### src/rtl/tc_pkg.sv
// Shared psum types and arithmetic helpers for the systolic-array drain path.
package tc_pkg;
  localparam int PSUM_W = 32;

  typedef logic signed [PSUM_W-1:0] psum_t;

  // Signed add that clamps to the psum range instead of wrapping.
  function automatic psum_t sat_add(psum_t a, psum_t b);
    logic signed [PSUM_W:0] s;
    s = {a[PSUM_W-1], a} + {b[PSUM_W-1], b};
    if (s[PSUM_W] != s[PSUM_W-1])
      sat_add = s[PSUM_W] ? {1'b1, {(PSUM_W-1){1'b0}}} : {1'b0, {(PSUM_W-1){1'b1}}};
    else
      sat_add = s[PSUM_W-1:0];
  endfunction
endpackage

### src/rtl/psum_fifo.sv
// Synchronous FIFO; pointers carry an extra wrap bit to separate full from empty.
module psum_fifo #(
  parameter int W     = 8,
  parameter int DEPTH = 8
) (
  input  logic         clk,
  input  logic         rst,
  input  logic         i_push,
  input  logic [W-1:0] i_data,
  input  logic         i_pop,
  output logic         o_valid,
  output logic         o_full,
  output logic [W-1:0] o_data
);
  localparam int AW = $clog2(DEPTH);

  logic [AW:0]  r_wr, r_rd;
  logic [W-1:0] r_mem [DEPTH];
  logic         w_empty, w_do_push, w_do_pop;

  assign w_empty   = (r_wr == r_rd);
  assign o_full    = (r_wr[AW] != r_rd[AW]) && (r_wr[AW-1:0] == r_rd[AW-1:0]);
  assign o_valid   = !w_empty;
  assign w_do_pop  = i_pop && !w_empty;
  // A pop in the same cycle frees the head slot, so a full FIFO still accepts.
  assign w_do_push = i_push && (!o_full || w_do_pop);
  assign o_data    = w_empty ? '0 : r_mem[r_rd[AW-1:0]];

  always_ff @(posedge clk) begin
    if (rst) begin
      r_wr <= '0;
      r_rd <= '0;
    end else begin
      if (w_do_push) r_wr <= r_wr + (AW+1)'(1);
      if (w_do_pop)  r_rd <= r_rd + (AW+1)'(1);
    end
  end

  always_ff @(posedge clk) begin
    if (!rst && w_do_push) r_mem[r_wr[AW-1:0]] <= i_data;
  end
endmodule

### src/rtl/psum_drain.sv
// Deskews column psums, accumulates rows across tiles and queues finished rows.
// Define PSUM_DRAIN_SAT_EN for saturating accumulation (default wraps).
module psum_drain
  import tc_pkg::*;
#(
  parameter int N     = 4,
  parameter int M     = 4,
  parameter int DEPTH = 8
) (
  input  logic                   clk,
  input  logic                   rst,
  input  logic [N*PSUM_W-1:0]    col_psum_in,
  input  logic [N-1:0]           col_valid_in,
  input  logic                   tile_first,
  input  logic                   tile_last,
  output logic                   out_valid,
  input  logic                   out_ready,
  output logic [N*PSUM_W-1:0]    out_data,
  output logic [$clog2(M)-1:0]   out_row,
  output logic                   err_skew,
  output logic                   err_ovf
);
  localparam int RW = $clog2(M);
  localparam int FW = N*PSUM_W + RW;

  psum_t [N-1:0] w_dly_psum;
  logic  [N-1:0] w_dly_vld;
  logic          w_first, w_last;

  // Column c lags column 0 by c cycles, so it needs N-1-c stages to line up.
  for (genvar c = 0; c < N; c++) begin : g_col
    localparam int D = N-1-c;
    if (D == 0) begin : g_pass
      assign w_dly_psum[c] = col_psum_in[c*PSUM_W +: PSUM_W];
      assign w_dly_vld[c]  = col_valid_in[c];
    end else begin : g_dly
      psum_t [D-1:0] r_p;
      logic  [D-1:0] r_v;
      always_ff @(posedge clk) begin
        if (rst) begin
          r_p <= '0;
          r_v <= '0;
        end else begin
          r_p[0] <= col_psum_in[c*PSUM_W +: PSUM_W];
          r_v[0] <= col_valid_in[c];
          for (int k = 1; k < D; k++) begin
            r_p[k] <= r_p[k-1];
            r_v[k] <= r_v[k-1];
          end
        end
      end
      assign w_dly_psum[c] = r_p[D-1];
      assign w_dly_vld[c]  = r_v[D-1];
    end
  end

  if (N == 1) begin : g_flg_pass
    assign w_first = tile_first;
    assign w_last  = tile_last;
  end else begin : g_flg
    logic [N-2:0] r_f, r_l;
    always_ff @(posedge clk) begin
      if (rst) begin
        r_f <= '0;
        r_l <= '0;
      end else begin
        r_f[0] <= tile_first;
        r_l[0] <= tile_last;
        for (int k = 1; k < N-1; k++) begin
          r_f[k] <= r_f[k-1];
          r_l[k] <= r_l[k-1];
        end
      end
    end
    assign w_first = r_f[N-2];
    assign w_last  = r_l[N-2];
  end

  function automatic psum_t f_add(psum_t a, psum_t b);
`ifdef PSUM_DRAIN_SAT_EN
    return sat_add(a, b);
`else
    return a + b;
`endif
  endfunction

  logic [RW-1:0] r_row;
  psum_t [N-1:0] r_acc [M];
  psum_t [N-1:0] w_sum;
  logic          w_all, w_any, w_push, w_full, w_ovf;
  logic          r_err_skew, r_err_ovf;
  logic [FW-1:0] w_fifo_data;

  assign w_all  = &w_dly_vld;
  assign w_any  = |w_dly_vld;
  assign w_push = !rst && w_all && w_last;
  assign w_ovf  = w_push && w_full && !(out_valid && out_ready);

  always_comb begin
    w_sum = '0;
    for (int c = 0; c < N; c++)
      w_sum[c] = w_first ? w_dly_psum[c] : f_add(r_acc[r_row][c], w_dly_psum[c]);
  end

  always_ff @(posedge clk) begin
    if (rst) begin
      r_row      <= '0;
      r_err_skew <= 1'b0;
      r_err_ovf  <= 1'b0;
    end else begin
      if (w_all)          r_row      <= (r_row == RW'(M-1)) ? '0 : r_row + RW'(1);
      if (w_any && !w_all) r_err_skew <= 1'b1;
      if (w_ovf)          r_err_ovf  <= 1'b1;
    end
  end

  // Accumulators are left unreset: a first row always overwrites its slot.
  always_ff @(posedge clk) begin
    if (!rst && w_all) r_acc[r_row] <= w_sum;
  end

  assign err_skew = r_err_skew;
  assign err_ovf  = r_err_ovf;

  psum_fifo #(.W(FW), .DEPTH(DEPTH)) u_fifo (
    .clk     (clk),
    .rst     (rst),
    .i_push  (w_push),
    .i_data  ({r_row, w_sum}),
    .i_pop   (out_ready),
    .o_valid (out_valid),
    .o_full  (w_full),
    .o_data  (w_fifo_data)
  );

  assign {out_row, out_data} = w_fifo_data;
endmodule

### config.mk
export PLATFORM = sky130hd
export DESIGN_NAME = psum_drain
export DESIGN_NICKNAME = d
export VERILOG_FILES = /design/src/rtl/tc_pkg.sv /design/src/rtl/psum_fifo.sv /design/src/rtl/psum_drain.sv
export SDC_FILE = /design/constraint.sdc
export NUM_CORES = 2
export LEC_CHECK = 0
export CORE_UTILIZATION = 25
export DETAILED_ROUTE_END_ITERATION = 7
export GPL_ROUTABILITY_DRIVEN = 0
export GPL_TIMING_DRIVEN = 0
export PLACE_DENSITY = 0.42
export SYNTH_ARGS = -nofsm -noshare
export SYNTH_HDL_FRONTEND = slang
export SYNTH_SLANG_ARGS = --single-unit
### constraint.sdc
create_clock -name clk -period 13 [get_ports clk]
set_clock_uncertainty 0.05 [all_clocks]
set_input_delay 2.6 -clock clk [delete_from_list [all_inputs] [get_ports clk]]
set_output_delay 2.6 -clock clk [all_outputs]
set_load 0.05 [all_outputs]
Word level (Yosys, flattened, before mapping)
Memory sizes are Yosys's and may differ from the RTL's. A register that Yosys moved wholly into a read port is not among the register bits.
Cells that the tools add are included.
Storage, ports and cells
  memories: 2
  register bits after elaboration: 216
  RAM bits: 1552
  output and inout bits: 133
Memory list
  u_fifo.r_mem: words 8, width 130, read ports 1, clocked after Yosys merged registers in 1, write ports 1, line psum_fifo.sv:18  | logic [W-1:0] r_mem [DEPTH];
  r_acc: words 4, width 128, read ports 1, clocked after Yosys merged registers in 1, write ports 1, line psum_drain.sv:88  | psum_t [N-1:0] r_acc [M];
Cells by class
  multiplexer cells: 14
  add/subtract/negate cells: 7
  reduce and logical (&&, ||, !) cells: 17
  eq/ne operators: 4
Operators by type and width (number)
  two-way mux 130 bit: 1
  adder 32 bit: 4
  two-way mux 32 bit: 4
  logical AND 1 bit: 9
  adder 4 x 1 -> 4 bit (second input constant): 2
  two-way mux 2 bit: 3
  two-way mux 3 bit: 2
  zero test 1 bit: 5
  == test 4 bit: 1
  two-way mux 1 bit: 4
  AND reduction 4 bit: 1
  OR reduction 4 bit: 1
  == test 3 bit: 1
  adder 2 x 1 -> 2 bit (second input constant): 1
  == test 2 bit (second input constant): 1
  logical OR 1 bit: 1
  != test 1 bit: 1

Depth between registers and ports, before layout
  depth after elaboration: 8
  gate-level depth with buffers: 15
  gate-level depth less buffers: 12

By module
From an unflattened synthesis, not the netlist that was laid out.
Second synthesis, totals
  cells, all modules: 4001
  area, all modules: 71812.6 um2
By module, submodules not included
  psum_fifo: area an instance 40164.8 um2, cells each 1735, instances 1, sequential area each 31450.2 um2
  psum_drain: area an instance 31647.9 um2, cells each 2266, instances 1, sequential area each 19578.8 um2

Worst setup path before layout
Ideal clock, no wire load.
  path kind: input to register
  from: input col_valid_in[3]
  to: memory u_fifo.r_mem[4][0] (netlist bit), enable pin
  required time: 12.145 ns
  slack: -0.803 ns
  buffers on the path: 1
  library setup time: 0.805 ns
  stages on the path: 6
  arrival time: 12.947 ns
  cells stage by stage: nand4_1 -> nor2_1 -> and3_1 -> clkbuf_1 -> nand2b_1 -> nor3b_1
On the way
  longest elaborated chain between the ends: 7
Ends and longest elaborated chain
  start: declaration: line psum_drain.sv:13  | input logic [N-1:0] col_valid_in,
  AND reduction 4 bit: line psum_drain.sv:94  | assign w_all = &w_dly_vld;
  logical AND 1 bit (2 in a row): line psum_drain.sv:96  | assign w_push = !rst && w_all && w_last;
  logical AND 1 bit: line psum_fifo.sv:26  | assign w_do_push = i_push && (!o_full || w_do_pop);
  logical AND 1 bit: line psum_fifo.sv:40  | if (!rst && w_do_push) r_mem[r_wr[AW-1:0]] <= i_data;
  two-way mux 1 bit: line psum_fifo.sv:40
  two-way mux 1 bit (implied by the code): line psum_fifo.sv:40
  end: declaration: line psum_fifo.sv:18
No other way between the ends.

==> flow_summary.toml <==
[status]
status = "finished clean"

[logic_synthesis]
ys_seq_area_share_pct = 71.7
synth.distinct_cells = 64
yosys-top-cells-count = "edfxtp_1 (1552), mux4_2 (388), dfxtp_1 (221)"
ys_ff_latch = 1773
syn-num-nets = 4224
yosys.area.top_type_share_pct = 65.5
synth_edf_count = 1552
yosysWarnings = 0
netlist_instances = 3953
yosys.area.top_type = "edfxtp_1"
synth_area_leaders = "edfxtp_1 (66%), mux4_2 (12%), dfxtp_1 (6.2%), ha_1 (2.3%), mux2i_1 (1.9%)"
avgSynthCellArea_sq_um = 18.0
async_flop_share_pct = 0
yosysMostFrequentCell = "edfxtp_1"
ys.flop_type = "edfxtp_1"
synthesis.area_sq_mm = 0.0711

[power]
powerDensity_mw_per_mm2 = 139
p_int_mw = 9.48
p_sw_mw = 2.61
p_clk_share_pct = 44.6
p_sw_share_pct = 21.6
ir_worst_vdd_v = 0.000126
leakagePower_nw = 27.5
combPwrFrac_pct = 3.3
seqPwrFrac_pct = 52.1

[final_layout]
n_fill_cell = 27700
area_delta_synth_final_pct = 22.4
finalNonFillerCells = 8494
multi_input_area_sq_mm = 0.0194
regArea_sq_mm = 0.0510
nets = 4850
drive_gt1_share_pct = 18.6

[timing]
max-slew-margin-rel_pct = 4.92
rsz0062_at_grt = "false"
period_minus_slack_ns = 7.99
fin_ws_ns = 5.01
worst_pin_slew_ns = 1.41
slew_viol_final = 0
setup_viol = 0
fmaxAchievable_ghz = 0.125
final-hold-violation-count = 0
finalCritPeriodShare_pct = 61.5
fin_setup_tns_ns = 0

[cts]
insertion_delay_ns = 0.84
post_cts_buffers = 0
path_clk_slew_ns = 0.06
ctsHoldBuffers = 0
clock-sinks = 1773
ctsLongestPathBuffers = 3
cts_tree = "yes"
cts-root-buf = "clkbuf_16"
cts_made_buffers = 192
post_cts_resized = 0
htreeDepth = 4

[hold_path]
hold_class = "flip-flop to flip-flop"

[grt]
antenna_found_initial = 25
grt_usage_pct = 14.1
grt_pass1_vias = 39500
grt_pass1_wl_um = 289000
gr-total-overflow = 0
grt_start_max_net_pins = 41

[worst_setup_path]
criticalPathCategory = "flip-flop to output pin"
critical_path_required_ns = 10.35
cp.arrival_ns = 5.34
crit_top_cell = "clkbuf_2"
crit_fanout = 10
cpMaxStageDelayCell = "buf_1"
cp_top_family = "buffers and inverters"
path_buf_inv = 5
end_kind = "output pin"
slowest_delay_ns = 0.81
cp_cell_sequence = "clkbuf_2 > clkbuf_2 > buf_12 > buf_1 > mux4_2 > mux2i_1 > nor2_1 > clkdlybuf4s50_1"
cp-start-kind = "flip-flop"

[die]
start_util_pct = 25.2
die-width_um = 535
die_area_sq_mm = 0.287
core_area_sq_mm = 0.283
io_pins = 270
num_rows = 195
fp.dieH_um = 535

[placed_design]
place_inst = 8115
dp_slack_ns = 4.86
portBuffers = 269
hpwlAfterDp_um = 140000

[route]
via_per_inst = 4.45
wire_per_inst_um = 24.0
vias = 37800
drt-total-wl_um = 203000
final_antenna_net_count = 0
drt_iter0_drc = 3237
drc = 0
drt_first_pass_iters = 5

[job]
maxCapViolCount = 0
==> state kept, by name, summed over array words and instances, names as in the netlist, named ones only <==
| register | cells |
|---|---|
| u_fifo.r_wr | 4 |
| g_flg.r_f | 3 |
| g_col.g_dly.r_v | 6 |
| g_flg.r_l | 3 |
| u_fifo.r_rd | 4 |
| r_row | 2 |
| err_ovf | 1 |
| u_fifo.r_mem | 1040 |
| r_acc | 512 |
| g_col.g_dly.r_p | 192 |
| err_skew | 1 |
==> per-stage QoR <==
step	utilization (%)	instance area, sq um	total power [mW]	hold slack [ns]
finish	30.8	87100	12.1	0.384
floorplan	-	71200	6.62	0.364
detailed placement	28.6	80800	6.82	0.373
CTS	30.8	87000	12.3	0.386
global placement	27.8	78500	6.81	0.369
global route	30.8	87100	12.5	0.409
==> cells in the final DEF, fill, tap and decap left out, drive strengths merged, types with 5 or more instances in the layout <==
master / instances
edfxtp: 1552
clkbuf: 392
mux4: 388
clkdlybuf4s50: 269
dfxtp: 221
buf: 219
nor2b: 212
nor2: 195
nand2: 185
o21ai: 153
mux2i: 135
ha: 130
a21oi: 112
clkinv: 76
xor2: 64
a21o: 59
xnor2: 56
inv: 40
a31oi: 24
nand3: 22
nand4: 18
and3: 18
o21a: 17
o211ai: 15
nor3: 15
mux2: 13
o21bai: 11
bufinv: 11
and2: 11
a211oi: 10
nand2b: 10
diode: 9
a41oi: 7
nor3b: 7
o31ai: 6
a221o: 5
a211o: 5
==> final cells by class <==
class                   instances  area share, %
clock inverters               100           1.09
well taps                    3743           5.38
clock buffers                 257           6.04
repair buffers                432           5.66
diodes                          9         0.0259
flip-flops and latches       1773           58.6
plain buffers                 191          0.849
multi-input cells            1958           22.2
inverters                      31          0.134
==> worst reg2reg max path: stages (launching register included) <==
cell and delay (ns):
dfxtp_1 0.34, clkbuf_1 0.98, clkbuf_1 0.92, clkbuf_1 0.71
mux4_2 0.48, ha_1 0.26, fa_1 0.45, a21oi_1 0.26
nor3_1 0.10, nor3_1 0.50, a31oi_1 0.33, a31oi_1 0.60
o21a_1 0.27, xnor2_1 0.08, o21ai_0 0.91
==> kinds of logic (layout without fill, tap and decap cells) <==
logic type	count (synthesis)	after routing	synth area share, %
AO/OA/AOI/OAI	454	454	3.91
other	0	9	0
multiplexers	536	536	14.4
flip-flops	1773	1773	71.7
adder cells (fa/ha/maj)	134	134	2.40
XOR/XNOR	120	120	1.48
buffers and inverters	222	1011	1.17
AND/OR/NAND/NOR	714	714	4.93
==> layer usage <==
metal	vias to the layer above	GRT usage, %	wire length (um)
met4	2	2.91	3400
met1	19700	20.2	96700
met5	-	0	10
met3	216	2.36	10000
li1	16900	-	-
met2	919	22.2	93400
==> power groups by stage <==
| stage | sequential, mW | clock (mW) | combinational (mW) |
|---|---|---|---|
| after floorplan | 6.41 | 0 | 0.214 |
| after global placement | 6.42 | 0 | 0.389 |
| after detailed placement | 6.42 | 0 | 0.402 |
| after CTS | 6.30 | 5.55 | 0.403 |
| after global routing | 6.30 | 5.76 | 0.445 |
| final | 6.30 | 5.39 | 0.403 |
==> worst paths after layout <==
check                           from                       to  slack [ns]  depth (start not counted)
max                        flip-flop            out_data[122]        5.01                          8
min          g_flg.r_l[1]$_SDFF_PP0_  g_flg.r_l[2]$_SDFF_PP0_        0.38                          1
max reg2reg                flip-flop  r_acc[0][120]$_DFFE_PP_        5.40                         14
min reg2reg  g_flg.r_l[1]$_SDFF_PP0_  g_flg.r_l[2]$_SDFF_PP0_        0.38                          1
Power figures use the tool's default switching activity.
